<file path="src/rtl/csa_pkg.sv">
// Shared elaboration-time helpers for the pipelined carry-skip adder:
// block count, block-to-stage distribution and parameter legality.
package csa_pkg;

    localparam int CSA_WIDTH_MIN = 4;
    localparam int CSA_WIDTH_MAX = 128;
    localparam int CSA_BLOCK_MIN = 2;

    function automatic int num_blocks(input int width, input int block);
        return (width + block - 1) / block;
    endfunction

    // Earlier stages absorb the extra block when blocks do not divide evenly.
    function automatic int stage_first_block(input int width, input int block,
                                             input int stages, input int stage);
        int nb;
        int base;
        int rem;
        nb   = num_blocks(width, block);
        base = nb / stages;
        rem  = nb % stages;
        return stage * base + ((stage < rem) ? stage : rem);
    endfunction

    function automatic int block_stage(input int width, input int block,
                                       input int stages, input int blk);
        int st;
        st = 0;
        for (int s = 0; s < stages; s++) begin
            if (blk >= stage_first_block(width, block, stages, s)) st = s;
        end
        return st;
    endfunction

    function automatic int stage_lo_bit(input int width, input int block,
                                        input int stages, input int stage);
        return stage_first_block(width, block, stages, stage) * block;
    endfunction

    function automatic int stage_hi_bit(input int width, input int block,
                                        input int stages, input int stage);
        int hi;
        hi = stage_first_block(width, block, stages, stage + 1) * block;
        if (hi > width) hi = width;
        return hi - 1;
    endfunction

    function automatic bit params_ok(input int width, input int block, input int stages);
        return (width >= CSA_WIDTH_MIN) && (width <= CSA_WIDTH_MAX) &&
               (block >= CSA_BLOCK_MIN) && (block <= width) &&
               (stages >= 1) && (stages <= num_blocks(width, block));
    endfunction

endpackage

</file>
<file path="src/rtl/csa_skip_block.sv">
// One carry-skip block: ripple sum plus a bypass that forwards the block
// carry-in when every bit position propagates.
module csa_skip_block #(
    parameter int BW = 4
) (
    input  logic [BW-1:0] a,
    input  logic [BW-1:0] b,
    input  logic          ci,
    output logic [BW-1:0] s,
    output logic          p,
    output logic          co
);
    logic [BW-1:0] prop;
    logic          rip_co;

    always_comb begin
        logic c;
        prop = a ^ b;
        c    = ci;
        s    = '0;
        for (int i = 0; i < BW; i++) begin
            s[i] = prop[i] ^ c;
            c    = (a[i] & b[i]) | (prop[i] & c);
        end
        rip_co = c;
    end

    assign p  = &prop;
    assign co = p ? ci : rip_co;

endmodule

</file>
<file path="src/rtl/csa_pipe_adder.sv">
// Pipelined carry-skip adder/subtractor with valid/ready flow control.
// Each stage resolves its share of skip blocks and forwards the carry onward.
module csa_pipe_adder
    import csa_pkg::*;
#(
    parameter int WIDTH  = 32,
    parameter int BLOCK  = 4,
    parameter int STAGES = 2
) (
    input  logic             clk,
    input  logic             rst_n,
    input  logic             in_valid,
    output logic             in_ready,
    input  logic [WIDTH-1:0] a,
    input  logic [WIDTH-1:0] b,
    input  logic             cin,
    input  logic             sub,
    output logic             out_valid,
    input  logic             out_ready,
    output logic [WIDTH-1:0] sum,
    output logic             cout,
    output logic             ovf
);
    localparam int NB   = num_blocks(WIDTH, BLOCK);
    localparam int LAST = STAGES - 1;

    if (!params_ok(WIDTH, BLOCK, STAGES)) begin : g_bad_params
        $error("csa_pipe_adder: illegal WIDTH/BLOCK/STAGES combination");
    end

    logic [STAGES-1:0] v_q, v_d, c_q, c_d;
    logic [STAGES-1:0] adv, src_v, src_c, nxt_c;
    logic [WIDTH-1:0]  a_q [STAGES];
    logic [WIDTH-1:0]  a_d [STAGES];
    logic [WIDTH-1:0]  b_q [STAGES];
    logic [WIDTH-1:0]  b_d [STAGES];
    logic [WIDTH-1:0]  s_q [STAGES];
    logic [WIDTH-1:0]  s_d [STAGES];
    logic [WIDTH-1:0]  src_a [STAGES];
    logic [WIDTH-1:0]  src_b [STAGES];
    logic [WIDTH-1:0]  src_s [STAGES];
    logic [WIDTH-1:0]  nxt_s [STAGES];
    logic [WIDTH-1:0]  blk_sum;

    // Carries chain through per-block locals so each link is its own net.
    for (genvar k = 0; k < NB; k++) begin : g_blk
        localparam int LO = k * BLOCK;
        localparam int BW = ((WIDTH - LO) < BLOCK) ? (WIDTH - LO) : BLOCK;
        localparam int ST = block_stage(WIDTH, BLOCK, STAGES, k);
        logic ci;
        logic co;
        logic unused_p;

        if (k == stage_first_block(WIDTH, BLOCK, STAGES, ST)) begin : g_entry
            assign ci = src_c[ST];
        end else begin : g_chain
            assign ci = g_blk[k-1].co;
        end

        csa_skip_block #(.BW(BW)) u_blk (
            .a  (src_a[ST][LO+BW-1:LO]),
            .b  (src_b[ST][LO+BW-1:LO]),
            .ci (ci),
            .s  (blk_sum[LO+BW-1:LO]),
            .p  (unused_p),
            .co (co)
        );
    end

    for (genvar s = 0; s < STAGES; s++) begin : g_stage
        localparam int LO = stage_lo_bit(WIDTH, BLOCK, STAGES, s);
        localparam int HI = stage_hi_bit(WIDTH, BLOCK, STAGES, s);
        localparam int LB = stage_first_block(WIDTH, BLOCK, STAGES, s + 1) - 1;
        localparam logic [WIDTH-1:0] ONES = '1;
        localparam logic [WIDTH-1:0] MASK = (ONES >> (WIDTH - 1 - HI)) & (ONES << LO);

        if (s == 0) begin : g_head
            assign src_v[s] = in_valid;
            assign src_a[s] = a;
            assign src_b[s] = sub ? ~b : b;
            assign src_c[s] = sub | cin;
            assign src_s[s] = '0;
        end else begin : g_body
            assign src_v[s] = v_q[s-1];
            assign src_a[s] = a_q[s-1];
            assign src_b[s] = b_q[s-1];
            assign src_c[s] = c_q[s-1];
            assign src_s[s] = s_q[s-1];
        end

        assign nxt_s[s] = (src_s[s] & ~MASK) | (blk_sum & MASK);
        assign nxt_c[s] = g_blk[LB].co;
    end

    always_comb begin
        logic go;
        go = out_ready;
        for (int s = STAGES - 1; s >= 0; s--) begin
            go     = !v_q[s] || go;
            adv[s] = go;
        end
    end

    assign in_ready = rst_n && adv[0];

    always_comb begin
        v_d = v_q;
        c_d = c_q;
        a_d = a_q;
        b_d = b_q;
        s_d = s_q;
        for (int s = 0; s < STAGES; s++) begin
            if (adv[s]) begin
                v_d[s] = src_v[s];
                if (src_v[s]) begin
                    c_d[s] = nxt_c[s];
                    a_d[s] = src_a[s];
                    b_d[s] = src_b[s];
                    s_d[s] = nxt_s[s];
                end
            end
        end
    end

    always_ff @(posedge clk or negedge rst_n) begin
        if (!rst_n) begin
            v_q <= '0;
            c_q <= '0;
            a_q <= '{default: '0};
            b_q <= '{default: '0};
            s_q <= '{default: '0};
        end else begin
            v_q <= v_d;
            c_q <= c_d;
            a_q <= a_d;
            b_q <= b_d;
            s_q <= s_d;
        end
    end

    assign out_valid = v_q[LAST];
    assign sum       = s_q[LAST];
    assign cout      = c_q[LAST];
    assign ovf       = (a_q[LAST][WIDTH-1] == b_q[LAST][WIDTH-1]) &&
                       (s_q[LAST][WIDTH-1] != a_q[LAST][WIDTH-1]);

endmodule

</file>
<file path="config.mk">
export PLATFORM = sky130hd
export DESIGN_NAME = csa_pipe_adder
export DESIGN_NICKNAME = d
export VERILOG_FILES = /design/src/rtl/csa_pkg.sv /design/src/rtl/csa_skip_block.sv /design/src/rtl/csa_pipe_adder.sv
export SDC_FILE = /design/constraint.sdc
export NUM_CORES = 1
export LEC_CHECK = 0
export CORE_MARGIN = 2
export CORE_UTILIZATION = 46
export CTS_CLUSTER_DIAMETER = 40
export DETAILED_ROUTE_END_ITERATION = 16
export GPL_ROUTABILITY_DRIVEN = 1
export GPL_TIMING_DRIVEN = 1
export PLACE_DENSITY = 0.77
export SLEW_MARGIN = 15
export SYNTH_ARGS = -nofsm -noshare
export SYNTH_HDL_FRONTEND = slang
export SYNTH_SLANG_ARGS = --single-unit
export TNS_END_PERCENT = 50
</file>
<file path="constraint.sdc">
create_clock -name clk -period 7 [get_ports clk]
set_clock_uncertainty 0.1 [all_clocks]
set_input_delay 1.4 -clock clk [delete_from_list [all_inputs] [get_ports clk]]
set_output_delay 1.4 -clock clk [all_outputs]
set_load 0.01 [all_outputs]
</file>
==> run_results.csv <==
group,metric,value,unit
worst_setup_path,arrival,8.32,ns
clock_tree,cts_buffer_depth,2,
timing,period_share,117,%
pwr,p_leak,2.87,nW
yosys,syn_inst,394,
yosys,ys_ff_latch,86,
timing,rsz0062_at_grt,"yes",
clock_tree,clock_sinks,86,
yosys,yosys_warnings,0,
layout,design_area,6420,um^2
global_route,grt-busiest-layer,"met2",
layout,final_common_cell,"clkdlybuf4s50_1",
floorplan,initial_core_util,46.9,%
worst_setup_path,crit_start,"b[0]",
yosys,syn_nets,528,
pwr,peakVddDrop,0.133,mV
drt,dr.first_iter.drc_count,75,
pwr,power,1.70,mW
worst_setup_path,worstSetupEndpointType,"flip-flop",
yosys,yosysSeqAreaShare,44.9,%
clock_tree,clkSlewWorstSetupHoldPaths,0.08,ns
worst_setup_path,crit_path_start_kind,"input pin",
global_route,antenna_found_initial,0,
timing,tns,-3.38,ns
place,gp_congestion,0.810,
worst_setup_path,r2r_slack,-0.08,ns
layout,layout_common_cells,"clkdlybuf4s50_1 (99), dfrtp_1 (86), mux2_1 (46)",
floorplan,die_y,106,um
pwr,power_density,264,nW/um^2
worst_setup_path,crit_fanout,2,
global_route,grt_pass1_wl,16200,um
floorplan,dieArea,11300,um^2
timing,relSlewSlack,37.6,%
drt,ant_nets,0,
timing,worstMarginPinSlew,0.932,ns
worst_setup_path,required,7.14,ns
global_route,grt-ovfl-total,0,
global_route,met1_usage,23.2,%
worst_setup_path,slowest_stage,"fa_2",
global_route,grt_usage,18.5,%
global_route,grt_start_max_net_pins,59,
yosys,ys_types,28,
floorplan,ios,106,
global_route,use_met3,4.84,%
clock_tree,clkLatencyLatePin,0.35,ns
worst_setup_path,r2r-start,"b_q[48]",
clock_tree,root_buffer,"clkbuf_8",
worst_hold_path,min_from,"s_q[33]",
floorplan,core_area,10200,um^2
layout,antenna_cells,0,
worst_setup_path,path_buf_inv,4,
worst_setup_path,worstSetupPathType,"in2reg",
yosys,synth_area,4790,um^2
drt,drc_errors,0,
timing,fmax,122,MHz
worst_setup_path,crit_top_cell,"fa_2",
global_route,grt_pass1_vias,3406,
clock_tree,htreeDepth,3,
layout,n_fill_cell,818,
global_route,use_met2,31.1,%
yosys,syn-mean-instance-area,12.2,um^2
layout,layout-drive-gt1-share,17.5,%
clock_tree,cts_tree,"done",
place,place_hpwl,7140,um
place,dpl_cell_area,6180,um^2
timing,min_period,8.18,ns
timing,setup_viol,7,
worst_setup_path,critPathTopFamily,"adder cells",
outcome,outcome,"finished with violations",
drt,routed_wl,9660,um
drt,vias_per_cell,4.73,
drt,via_count,3139,
outcome,violations,"negative setup slack",
floorplan,die_w,106,um
timing,fin_ws,-1.18,ns
timing,finalHoldViolCount,0,
clock_tree,cts_inserted_buffers,9,
drt,first_pass_iters,4,
layout,layout.nets,657,
layout,area_growth,34.0,%
drt,wl_per_cell,14.6,um
layout,utilization,62.8,%
place,portBuffers,105,
run,maxCapViolCount,0,
worst_setup_path,slowest_delay,0.41,ns
worst_hold_path,min_path_type,"reg2reg",
timing,drv_slew,0,
floorplan,core.rowCount,37,
-- synthesized netlist by cell type --
library cell,instances,share of area [%]
dfrtp_1,86,45
clkbuf_1,2,0.16
and2_1,1,0.13
fa_1,32,13
o21ai_1,16,1.7
nand4_1,7,0.91
nand4_2,1,0.26
nor2_1,4,0.31
mux2i_1,1,0.21
nand2b_1,3,0.39
xnor2_1,14,2.6
o21ai_2,1,0.18
or2_1,1,0.13
buf_4,3,0.47
a21oi_1,6,0.63
nand3b_1,2,0.31
xor2_1,18,3.3
nor2_2,1,0.13
inv_1,40,3.1
buf_2,11,1.1
ha_1,32,8.4
o221ai_2,1,0.31
mux2_1,47,11
a21boi_2,1,0.23
o21ai_0,20,2.1
nand2_1,41,3.2
mux2_4,1,0.31
a22o_1,1,0.18
-- where the power goes --
group | total (mW) | switching, mW | internal, mW | leakage [nW]
sequential | 0.738 | 0.0946 | 0.643 | 1.03
clock | 0.291 | 0.164 | 0.127 | 0.0773
combinational | 0.669 | 0.283 | 0.386 | 1.77
total | 1.70 | 0.542 | 1.16 | 2.87
-- worst reg2reg max path, cell delays in order (launching register included) --
cell and delay [ns]:
dfrtp_1 0.40, inv_2 0.08, fa_1 0.18, inv_1 0.07, fa_2 0.34, fa_2 0.35
fa_1 0.36, mux2_4 0.29, fa_2 0.35, fa_2 0.37, fa_2 0.39, fa_1 0.37
inv_1 0.08, a21oi_1 0.08, fa_2 0.36, fa_2 0.35, fa_2 0.34, fa_2 0.34
nand2_2 0.07, nand2_1 0.07, fa_2 0.35, fa_2 0.35, fa_1 0.36, inv_1 0.08
fa_1 0.40, o21ai_1 0.13
-- per-layer routing --
| layer | vias up | share of wire [%] |
|---|---|---|
| li1 | 1516 | - |
| met1 | 1519 | 43 |
| met2 | 86 | 49 |
| met3 | 18 | 6.0 |
| met4 | 0 | 2.2 |
| met5 | - | 0 |
-- stage by stage --
step                      instances  worst slack, ns  hold WS (ns)
final                           663            -1.18         0.384
after global routing            663            -1.34         0.403
after CTS                       662            -1.47         0.390
after detailed placement        644            -1.91         0.372
after global placement          644            -1.80         0.353
after floorplan                 394            -1.49         0.343
-- state kept, by name (all words and copies together), names as in the netlist --
| signal | count |
|---|---|
| sum | 32 |
| a_q | 17 |
| b_q | 17 |
| s_q | 16 |
| c_q | 2 |
| v_q | 2 |
-- worst paths after layout --
path / end / cells after the start
worst max-delay path: s_q[47] / 27
worst min-delay path: s_q[33] / 2
worst max register to register: sum[31] / 25
worst min register to register: s_q[33] / 2
max in group asynchronous: v_q[0] / 2
min in group asynchronous: b_q[58] / 1
-- cell type report --
type	count	area, um^2	area share (%)
multi-input combinational	252	2540	39.5
sequential	86	2150	33.5
timing repair buffer	134	1270	19.7
tap	136	170	2.65
inverter	40	150	2.34
clock buffer	13	139	2.16
clock inverter	2	10.0	0.156
-- logic make-up (layout without fill, tap and decap cells) --
family / count (synthesis) / after routing / synth area share [%]
AOI/OAI and AO/OA: 46 / 46 / 5.30
xor gates and xnor gates: 32 / 32 / 5.85
DFF: 86 / 86 / 44.9
buffers and inverters: 56 / 189 / 4.91
and+or+nand+nor: 61 / 61 / 5.79
adders and majority gates: 64 / 64 / 21.7
muxes: 49 / 49 / 11.6
-- what timing repair did --
action	CTS	global route
gates resized for setup	25	8
pin swaps	19	18
setup buffers	3	1
setup endpoints to repair	9	8
hold buffers	0	0
No activity file was read; power rests on OpenSTA's default activity.
